$ cat config.mk
export PLATFORM = sky130hd
export DESIGN_NAME = regfile_write_arbiter
export DESIGN_NICKNAME = d
export VERILOG_FILES = /design/src/rtl/regfile_pkg.sv /design/src/rtl/regfile_write_arbiter_dec.sv /design/src/rtl/regfile_write_arbiter.sv
export SDC_FILE = /design/constraint.sdc
export NUM_CORES = 1
export LEC_CHECK = 0
export ABC_AREA = 1
export CORE_UTILIZATION = 40
export DETAILED_ROUTE_END_ITERATION = 8
export PLACE_DENSITY = 0.95
export SETUP_SLACK_MARGIN = 0.2
export SLEW_MARGIN = 10
export SYNTH_ARGS = -nofsm -noshare
export SYNTH_HDL_FRONTEND = slang
export SYNTH_SLANG_ARGS = --single-unit
$ cat constraint.sdc
create_clock -name i_clk -period 6.8 [get_ports i_clk]
set_input_delay 1.36 -clock i_clk [delete_from_list [all_inputs] [get_ports i_clk]]
set_output_delay 1.36 -clock i_clk [all_outputs]
set_load 0.005 [all_outputs]
$ cat src/rtl/regfile_pkg.sv
// Shared register-file writeback types and constants.
package regfile_pkg;

  localparam int unsigned RF_ADDR_W = 4;
  localparam int unsigned RF_DATA_W = 32;

  // Register 0 reads as zero, so writes to it are dropped.
  localparam logic [RF_ADDR_W-1:0] REG_ZERO = '0;

  typedef struct packed {
    logic [RF_ADDR_W-1:0] addr;
    logic [RF_DATA_W-1:0] data;
  } wb_req_t;

endpackage

$ cat src/rtl/regfile_write_arbiter_dec.sv
// Parameterized enable-decoder: N-bit code to 2^N one-hot, all-zero when disabled.
module regfile_write_arbiter_dec #(
  parameter int unsigned N = 4
) (
  input  logic [N-1:0]    i_code,
  input  logic            i_en,
  output logic [2**N-1:0] o_onehot
);

  // Decode the code into a single set bit while enabled.
  always_comb begin
    o_onehot = '0;
    if (i_en) begin
      o_onehot[i_code] = 1'b1;
    end
  end

endmodule

$ cat src/rtl/regfile_write_arbiter.sv
// Round-robin arbiter sharing the register-file write port among R writeback requesters.
module regfile_write_arbiter
  import regfile_pkg::*;
#(
  parameter int unsigned R = 4,
  parameter int unsigned N = RF_ADDR_W,
  parameter int unsigned W = RF_DATA_W,
  localparam int unsigned IdW = $clog2(R)
) (
  input  logic            i_clk,
  input  logic            i_rst_n,
  input  logic [R-1:0]    i_req_valid,
  input  logic [R*N-1:0]  i_req_addr,
  input  logic [R*W-1:0]  i_req_data,
  output logic [R-1:0]    o_req_ready,
  input  logic            i_wb_stall,
  output logic [N-1:0]    o_wr_code,
  output logic [W-1:0]    o_wr_data,
  output logic            o_wr_en,
  output logic [2**N-1:0] o_wr_onehot,
  output logic [IdW-1:0]  o_grant_id
);

  logic [IdW-1:0] r_ptr;
  logic           r_wr_en;
  logic [N-1:0]   r_wr_code;
  logic [W-1:0]   r_wr_data;
  logic [IdW-1:0] r_grant_id;

  logic [N-1:0]   w_addr [R];
  logic [W-1:0]   w_data [R];
  logic           w_gnt_vld;
  logic [IdW-1:0] w_gnt_idx;
  logic [IdW-1:0] w_scan;
  logic [N-1:0]   w_sel_addr;
  logic [W-1:0]   w_sel_data;

  for (genvar g = 0; g < R; g++) begin : g_unpack
    assign w_addr[g] = i_req_addr[g*N +: N];
    assign w_data[g] = i_req_data[g*W +: W];
  end

  // Scan requesters starting at the priority pointer; the first valid one wins.
  always_comb begin
    w_gnt_vld = 1'b0;
    w_gnt_idx = '0;
    w_scan    = '0;
    for (int unsigned k = 0; k < R; k++) begin
      w_scan = IdW'((32'(r_ptr) + k) % R);
      if (!w_gnt_vld && i_req_valid[w_scan]) begin
        w_gnt_vld = 1'b1;
        w_gnt_idx = w_scan;
      end
    end
    // No grants while the port is stalled or the block is held in reset.
    if (i_wb_stall || !i_rst_n) begin
      w_gnt_vld = 1'b0;
    end
  end

  assign w_sel_addr  = w_addr[w_gnt_idx];
  assign w_sel_data  = w_data[w_gnt_idx];
  assign o_req_ready = w_gnt_vld ? (R'(1) << w_gnt_idx) : '0;

  // Capture the winner and advance the pointer; a stall freezes everything.
  always_ff @(posedge i_clk or negedge i_rst_n) begin
    if (!i_rst_n) begin
      r_ptr      <= '0;
      r_wr_en    <= 1'b0;
      r_wr_code  <= '0;
      r_wr_data  <= '0;
      r_grant_id <= '0;
    end else if (!i_wb_stall) begin
      if (w_gnt_vld) begin
        // A grant to register 0 is consumed but never written.
        r_wr_en    <= (w_sel_addr != N'(REG_ZERO));
        r_wr_code  <= w_sel_addr;
        r_wr_data  <= w_sel_data;
        r_grant_id <= w_gnt_idx;
        r_ptr      <= (w_gnt_idx == IdW'(R - 1)) ? '0 : w_gnt_idx + IdW'(1);
      end else begin
        r_wr_en <= 1'b0;
      end
    end
  end

  assign o_wr_en    = r_wr_en;
  assign o_wr_code  = r_wr_code;
  assign o_wr_data  = r_wr_data;
  assign o_grant_id = r_grant_id;

  regfile_write_arbiter_dec #(
    .N (N)
  ) u_dec (
    .i_code   (r_wr_code),
    .i_en     (r_wr_en & ~i_wb_stall),
    .o_onehot (o_wr_onehot)
  );

endmodule

======== After elaboration in Yosys (flattened, before gate mapping) ========
Index checks and enable logic that the tools add are counted.
storage, ports and cells
  flip-flop bits (word level) ............. 41
  input bits .............................. 151
  word-level logic and storage cells ...... 61
cells by class
  add/subtract/negate cells ............... 4
  $lt $le $gt $ge ......................... 7
  eq/ne operators ......................... 1
  shift operators ......................... 1
  muxes and demuxes ....................... 29
  bitwise operators ....................... 3
  reduce and logical (&&, ||, !) cells .... 11
operators by type and width
  kind                                                                                 number
  32-bit binary-select mux with 2-bit select                                           1
  32-bit two-way mux                                                                   2
  16-bit two-way mux                                                                   1
  2-bit by 3-bit < comparator with 1-bit output, second input constant                 4
  4-bit two-way mux                                                                    3
  1-bit two-way mux                                                                    11
  2-bit two-way mux                                                                    5
  1-bit binary-select mux with 2-bit select                                            4
  4-bit binary-select mux with 2-bit select                                            1
  4-bit by 5-bit < comparator with 1-bit output, second input constant                 1
  2-bit by 1-bit adder with 2-bit output, second input constant                        2
  2-bit adder, second input constant                                                   2
  1-bit demux with 4-bit select                                                        1
  4-bit by 1-bit greater-or-equal comparator with 1-bit output, second input constant  1
  1-bit logical AND                                                                    4
  1-bit logical NOT                                                                    4
  4-bit nonzero test                                                                   1
  1-bit by 2-bit left shift with 4-bit output, first input constant                    1
  3-bit greater-or-equal comparator, second input constant                             1
  2-bit inverter with 3-bit output                                                     1
  2-bit == test, second input constant                                                 1
  2-bit AND reduction                                                                  1
  1-bit bitwise AND                                                                    1
  1-bit logical OR                                                                     1
  1-bit inverter                                                                       1

======== Depth between registers and ports, before layout ========
Gate-level depths: netlist of the first run.
  depth in word-level cells ............... 18
  gate-level depth with buffers ........... 18
  depth with buffers taken out ............ 16

======== Modules after synthesis ========
A second synthesis of the first run with hierarchy kept.
second synthesis, totals
  cells, all modules ...................... 460
  area, all modules ....................... 3313.2 um^2
modules (own cells, without submodules)
  module                     times used  cells each  area an instance (um^2)  seq. area each (um^2)
  regfile_write_arbiter      1           427         3173.0                   1026.0
  regfile_write_arbiter_dec  1           33          140.1                    0.0

======== Worst setup path after synthesis of the first run ========
OpenSTA, ideal clock, no wires.
  path kind ............................... input to output
  start point ............................. input i_req_valid[3]
  end point ............................... output o_req_ready[2]
  arrival ................................. 2.691 ns
  slack ................................... 2.749 ns
  cell stages on the path ................. 14
  path through ............................ inv_1 > nand2_1 > nand3_2 > nand2_4 > nor2_1 > nor2_2 > nand2_4 > nand2_2 > buf_6 > buf_6 > buf_6 > ha_1 > inv_1 > nor2_1
on the way
  word-level cells in the longest chain between the ends .. 14
  elaborated cells between the ends (all ways) .. 25
ends and longest elaborated chain
  element                                                                                  RTL line                                                  source
  start: declaration                                                                       regfile_write_arbiter.sv:12                               input logic [R-1:0] i_req_valid,
  1-bit binary-select mux with 2-bit select                                                regfile_write_arbiter.sv:50                               if (!w_gnt_vld && i_req_valid[w_scan]) begin
  1-bit two-way mux (not written as such)                                                  regfile_write_arbiter.sv:50
  1-bit two-way mux                                                                        regfile_write_arbiter.sv:50
  1-bit logical NOT                                                                        regfile_write_arbiter.sv:50
  1-bit logical AND                                                                        regfile_write_arbiter.sv:50
  1-bit two-way mux                                                                        regfile_write_arbiter.sv:50
  1-bit logical NOT                                                                        regfile_write_arbiter.sv:50
  1-bit logical AND                                                                        regfile_write_arbiter.sv:50
  1-bit two-way mux                                                                        regfile_write_arbiter.sv:50
  1-bit logical NOT                                                                        regfile_write_arbiter.sv:50
  1-bit logical AND                                                                        regfile_write_arbiter.sv:50
  2-bit two-way mux / 1-bit two-way mux (equally long branches)                            regfile_write_arbiter.sv:50
  1-bit by 2-bit left shift with 4-bit output / 1-bit two-way mux (equally long branches)  regfile_write_arbiter.sv:63, regfile_write_arbiter.sv:56
  4-bit two-way mux (*)                                                                    regfile_write_arbiter.sv:63                               assign o_req_ready = w_gnt_vld ? (R'(1) << w_gnt_idx) : '0;
  end: declaration                                                                         regfile_write_arbiter.sv:15                               output logic [R-1:0] o_req_ready,
Mark *: on every way between the ends. The rest lies on a longest branch, timed or not. The select of a mux whose other input is x is not followed.

======== Worst setup path after layout of the first run ========
Same ends and word-level chain as after synthesis.

==> results of run 1 <==
kinds of logic after synthesis:
group | after synthesis
AO/OA/AOI/OAI | 109
adder cells (fa/ha/maj) | 4
buffers and inverters | 60
flip-flops | 41
AND/OR/NAND/NOR | 237
registers in the layout, indices dropped and copies added (netlist names):
register / cells
o_grant_id: 2
o_wr_code: 4
r_ptr: 2
o_wr_data: 32
o_wr_en: 1
layout by cell type, fill, tap and decap left out, drive strengths merged:
cell type / netlist / layout
clkinv: 0 / 1
inv: 32 / 32
nor2: 108 / 108
a21oi: 1 / 1
nand4: 1 / 1
dfrtp: 41 / 41
nand3b: 8 / 8
a31oi: 8 / 8
clkdlybuf4s50: 0 / 208
o21ai: 57 / 57
o21bai: 1 / 1
nand3: 20 / 20
clkbuf: 5 / 5
o211ai: 38 / 38
or2: 13 / 13
o21a: 4 / 4
nand2: 87 / 87
ha: 4 / 4
buf: 23 / 5
power by group:
part	switching (W)	leakage (nW)	total (W)	internal [W]
sequential	0.0000831	0.493	0.000451	0.000368
combinational	0.00100	1.65	0.00168	0.000679
clock	0.0000824	0.0399	0.000150	0.0000677
total	0.00117	2.18	0.00228	0.00111
per-stage QoR:
stage | util (%) | std cells | instance area, µm² | hold slack [ps]
floorplan | - | 451 | 3180 | 486
global placement | 67.8 | 738 | 5220 | 482
detailed placement | 67.8 | 738 | 5220 | 491
CTS | 68.8 | 744 | 5290 | 514
global route | 68.8 | 744 | 5290 | 537
finish | 68.8 | 744 | 5290 | 510
worst max-delay path by stage:
stage                     slack [ps]           start             end  cells after the start
after floorplan                 2750  i_req_valid[3]  o_req_ready[2]                     14
after global placement          1460  i_req_valid[3]  o_req_ready[2]                     14
after detailed placement        1290  i_req_valid[3]  o_req_ready[2]                     14
after CTS                       1280  i_req_valid[3]  o_req_ready[2]                     14
after global routing            1020  i_req_valid[3]  o_req_ready[0]                     14
final                           1250  i_req_valid[3]  o_req_ready[2]                     14
worst min-delay path, cell delays in order, from the launching register on:
cell and delay [ps]:
dfrtp_1 360, nor2_1 50, nor2_1 70
synthesized netlist by cell type (3+ instances only):
library cell | instances | area [µm²]
buf_4 | 7 | 52.6
o21a_1 | 4 | 30.0
clkbuf_1 | 5 | 18.8
or2_0 | 7 | 43.8
buf_6 | 9 | 101
o21ai_1 | 38 | 190
or2_2 | 6 | 37.5
o211ai_1 | 32 | 240
buf_2 | 7 | 35.0
nor2_1 | 105 | 394
ha_1 | 4 | 50.1
o211ai_2 | 6 | 75.1
nand3_2 | 3 | 30.0
a31oi_1 | 8 | 50.1
nand2_1 | 77 | 289
dfrtp_1 | 41 | 1030
nand3_1 | 16 | 80.1
nand2_4 | 3 | 33.8
inv_1 | 27 | 101
nand3b_1 | 8 | 60.1
o21ai_0 | 18 | 90.1
inv_2 | 5 | 18.8
nand2_2 | 7 | 43.8
layout make-up:
class,count,area (µm²)
Clock buffer,5,68.8
Tap cell,102,128
Clock inverter,1,5.00
Multi-Input combinational cell,350,1820
Sequential cell,41,1030
Inverter,32,120
Fill cell,641,2400
Timing Repair Buffer,213,2120
per-layer routing:
| metal | wire, µm | vias to the layer above | GRT usage [%] |
|---|---|---|---|
| li1 | - | 1873 | - |
| met1 | 4410 | 1806 | 30.2 |
| met2 | 5990 | 178 | 52.1 |
| met3 | 830 | 24 | 6.45 |
| met4 | 246 | 0 | 8.47 |
| met5 | 0 | - | 0 |
==> results.py, run 1 <==
metrics = {
    "die": {
        "dieArea_um2": 8310,
        "rows": 32,
        "start_util_pct": 41.3,
        "die_w_um": 91.1,
        "die_h_um": 91.1,
        "ios": 210,
        "core-area_um2": 7690,
    },
    "clock_network": {
        "clock_path_buffers": 2,
        "cts-root-buf": "clkbuf_8",
        "clk_pin_slew_ps": 70,
        "cts_resized": 0,
        "numCtsBuffers": 5,
        "cts_hold_buf": 0,
        "cts_sinks": 41,
        "cts_setup_buffers": 0,
        "htree_levels": 2,
        "clk_latency_ps": 280,
        "cts_tree": "built",
    },
    "worst_setup_path": {
        "critPathKind": "input port to output port",
        "crit_top_cell": "nand2_1",
        "r2r_slack_ps": 3690,
        "reg2regPathDepth": 13,
        "critPathArrivalTime_ps": 4190,
        "cp-end-kind": "output port",
        "critPathBufInv": 5,
        "rr_endpoint": "o_wr_data[8]$_DFFE_PN0P_",
        "critPathLaunchType": "input port",
        "crit_family": "buffers and inverters",
        "cp_cell_sequence": "clkdlybuf4s50_1, inv_1, nand2_1, nand2_1, nand2_1, nand2_1, a21oi_2, nand2_2, nand2_2, buf_4, ha_1, inv_1, nor2_1, clkdlybuf4s50_1",
        "critPathMaxStageDelay_ps": 510,
        "reg2reg_from": "r_ptr[0]$_DFFE_PN0P_",
        "crit_slowest_cell": "clkdlybuf4s50_1",
        "crit_fanout": 26,
        "cp.required_ps": 5440,
    },
    "finish": {
        "area_delta_synth_final_pct": 66.4,
        "antennaDiodeCount": 0,
        "nets": 798,
        "layout-drive-gt1-share_pct": 7.32,
    },
    "timing": {
        "skew_ps": 6.63,
        "period_share_pct": 81.6,
        "max_freq_ghz": 0.180,
        "setup_ws_ps": 1250,
        "finalHoldViolCount": 0,
        "finalSetupViolCount": 0,
        "tns_ps": 0,
        "slew_violations": 0,
        "tightestPinTransition_ps": 972,
        "rsz0062_at_grt": "false",
        "slew_headroom_pct": 35.2,
        "period_minus_slack_ps": 5550,
    },
    "yosys": {
        "synthesis.nets": 606,
        "async_reset_ff_share_pct": 100,
        "synth_ff_type": "dfrtp_1",
        "avgSynthCellArea_um2": 7.05,
        "synth_top_family_by_area": "simple AND/OR/NAND/NOR gates",
        "synth_xor_area_share_pct": 0,
        "ys_types": 31,
        "syn_inst": 451,
        "synth-compound-area-share_pct": 22.0,
        "synthSimpleGateAreaFrac_pct": 33.8,
        "yosysWarnings": 0,
        "synth_fa_ha_area_share_pct": 1.57,
        "synth_edf_count": 0,
        "ys_ff_latch": 41,
        "syn_area_um2": 3180,
        "synthMuxAreaShare_pct": 0,
        "yosysSeqAreaShare_pct": 32.3,
    },
    "worst_hold_path": {
        "min_to": "o_grant_id[0]$_DFFE_PN0P_",
        "whs_path_depth": 2,
        "worstHoldStart": "o_grant_id[0]$_DFFE_PN0P_",
        "hold_path_class": "flip-flop to flip-flop",
    },
    "global_route": {
        "grt_pass1_wl_mm": 18.5,
        "grt_overflow": 0,
        "grt_max_degree": 50,
        "grt_usage_pct": 27.6,
        "antenna_found_initial": 0,
        "grt_pass1_vias": 3978,
    },
    "drt": {
        "wl_mm": 11.5,
        "drtAntennaViolNets": 0,
        "wire_per_inst_um": 15.4,
        "firstDrtPassIters": 5,
        "vias_per_cell": 5.22,
        "num_vias": 3881,
        "drc": 0,
        "drt-initial-drc-count": 192,
    },
    "status": {
        "status": "finished clean",
    },
    "placement": {
        "gp_congestion": 0.887,
        "port_buffers": 209,
        "dpl.hpwl_mm": 8.73,
        "pre_cts_ws_ps": 1290,
    },
    "power": {
        "leakage_nw": 2.18,
        "fin_total_pwr_w": 0.00228,
        "powerDensity_nw_per_um2": 432,
        "ir_drop_mv": 0.214,
    },
    "run": {
        "maxCapViolations": 0,
    },
}
Note: power is estimated with default switching activity, not from simulation.
==> inputs of run 2 (changes only) <==
- CORE_UTILIZATION: 40 -> 33
- PLACE_DENSITY: 0.95 -> 0.87
- clock period: 6.8 -> 5.1 ns (I/O delays scaled with it)
==> results.py, run 2 (synthesis gave the netlist of run 1 again) <==
metrics = {
    "clock_network": {
        "clk_latency_ps": 290,
        "cts_resized": 0,
        "cts_hold_buf": 0,
        "htree_levels": 2,
        "numCtsBuffers": 5,
        "clock_path_buffers": 2,
        "cts_sinks": 41,
        "cts_tree": "built",
        "cts_setup_buffers": 0,
        "clk_pin_slew_ps": 90,
        "cts-root-buf": "clkbuf_8",
    },
    "power": {
        "swShare_pct": 50.5,
        "internal_power_w": 0.00151,
        "p_comb_share_pct": 73.3,
        "powerDensity_nw_per_um2": 568,
        "leakage_nw": 2.20,
        "pwr-share-clk_pct": 6.8,
        "switchingPower_w": 0.00154,
        "p_seq_share_pct": 19.9,
        "ir_drop_mv": 0.236,
    },
    "worst_hold_path": {
        "min_to": "o_wr_data[25]$_DFFE_PN0P_",
        "worstHoldStart": "o_wr_data[25]$_DFFE_PN0P_",
        "hold_path_class": "flip-flop to flip-flop",
        "whs_path_depth": 2,
    },
    "worst_setup_path": {
        "reg2regPathDepth": 11,
        "reg2reg_from": "r_ptr[0]$_DFFE_PN0P_",
        "critPathKind": "input port to output port",
        "cp.required_ps": 4080,
        "rr_endpoint": "o_wr_data[3]$_DFFE_PN0P_",
        "critPathArrivalTime_ps": 3590,
        "crit_fanout": 29,
        "critPathLaunchType": "input port",
        "r2r_slack_ps": 2030,
        "cp-end-kind": "output port",
    },
    "run": {
        "maxCapViolations": 0,
    },
    "die": {
        "die_h_um": 100,
        "core-area_um2": 9280,
        "start_util_pct": 34.2,
        "dieArea_um2": 10000,
        "rows": 35,
        "die_w_um": 100,
        "ios": 210,
    },
    "timing": {
        "period_minus_slack_ps": 4610,
        "slew_violations": 0,
        "skew_ps": 12.5,
        "period_share_pct": 90.5,
        "holdWs_ps": 514,
        "tightestPinTransition_ps": 669,
        "tns_ps": 0,
        "max_freq_ghz": 0.217,
        "slew_headroom_pct": 55.3,
        "finalSetupViolCount": 0,
        "rsz0062_at_grt": "false",
        "finalHoldViolCount": 0,
    },
    "finish": {
        "antennaDiodeCount": 0,
        "layout-drive-gt1-share_pct": 7.88,
        "final_cell_mix": "clkdlybuf4s50_1, nor2_1, nand2_1",
        "area_delta_synth_final_pct": 68.5,
        "largest_reg_flops": 32,
        "final_common_cell": "clkdlybuf4s50_1",
        "utilization_pct": 57.7,
        "nets": 801,
    },
    "global_route": {
        "grt_max_degree": 58,
        "grt_pass1_vias": 3849,
        "antenna_found_initial": 0,
        "grt_usage_pct": 22.4,
        "grt_overflow": 0,
        "grt_pass1_wl_mm": 17.8,
    },
    "status": {
        "status": "finished clean",
    },
    "placement": {
        "port_buffers": 209,
        "gp_congestion": 0.939,
        "dpl.hpwl_mm": 8.72,
    },
    "drt": {
        "wl_mm": 11.1,
        "wire_per_inst_um": 14.3,
        "drtAntennaViolNets": 0,
        "drc": 0,
        "vias_per_cell": 4.95,
        "num_vias": 3838,
        "firstDrtPassIters": 5,
        "drt-initial-drc-count": 105,
    },
}
-- run 2: cell types whose count changed in the layout (fill, tap and decap cells not counted) --
cell	previous run	this run
buf_4	4	7
clkbuf_1	0	1
clkinv_2	1	2
-- run 2: worst max-delay path: stages --
cell,delay [ps]
clkdlybuf4s50_1,440
inv_1,100
nand2_1,80
nand3_2,130
nand2_4,80
nor2_1,170
nor2_2,70
nand2_4,130
nand2_2,100
inv_2,340
ha_1,220
inv_1,40
nor2_1,110
clkdlybuf4s50_1,540
-- run 2: how the worst max path moves through the flow --
stage / slack (ps) / end / startpoint / depth (start not counted)
after CTS: 500 / o_req_ready[1] / i_req_valid[2] / 15
after detailed placement: 500 / o_req_ready[1] / i_req_valid[2] / 15
after floorplan: 1730 / o_req_ready[2] / i_req_valid[3] / 14
after global placement: 660 / o_req_ready[0] / i_req_valid[3] / 14
after global routing: 240 / o_req_ready[1] / i_req_valid[1] / 14
final: 490 / o_req_ready[1] / i_req_valid[1] / 14
-- run 2: layout make-up --
type / instances / area [µm²]
clock buffers: 6 / 72.6
well taps: 129 / 161
clock inverters: 2 / 10.0
repair buffers: 216 / 2140
flip-flops and latches: 41 / 1030
fillers: 880 / 3930
multi-input cells: 350 / 1820
inverters: 32 / 120
-- run 2: power by group through the flow --
stage / clock [W] / sequential, W / combinational (W)
after floorplan: 0 / 0.000599 / 0.00160
after global placement: 0 / 0.000603 / 0.00216
after detailed placement: 0 / 0.000610 / 0.00223
after CTS: 0.000213 / 0.000606 / 0.00224
after global routing: 0.000229 / 0.000630 / 0.00249
final: 0.000206 / 0.000606 / 0.00223
-- run 2: routing by layer --
metal  track usage [%]  wire length (µm)  part of all wire, %
met5                 0                 0                    0
met4              8.36               350                  3.1
met3              6.27               912                  8.2
met2              41.0              5610                   50
met1              24.5              4260                   38
-- run 2: through the flow --
stage	instances	total power, W	worst slack, ps	cell area, µm²
6_report	776	0.00304	485	5350
5_1_grt	776	0.00335	239	5350
4_1_cts	776	0.00306	500	5350
3_5_place_dp	768	0.00284	499	5270
3_3_place_gp	768	0.00276	660	5270
2_1_floorplan	451	0.00220	1730	3180
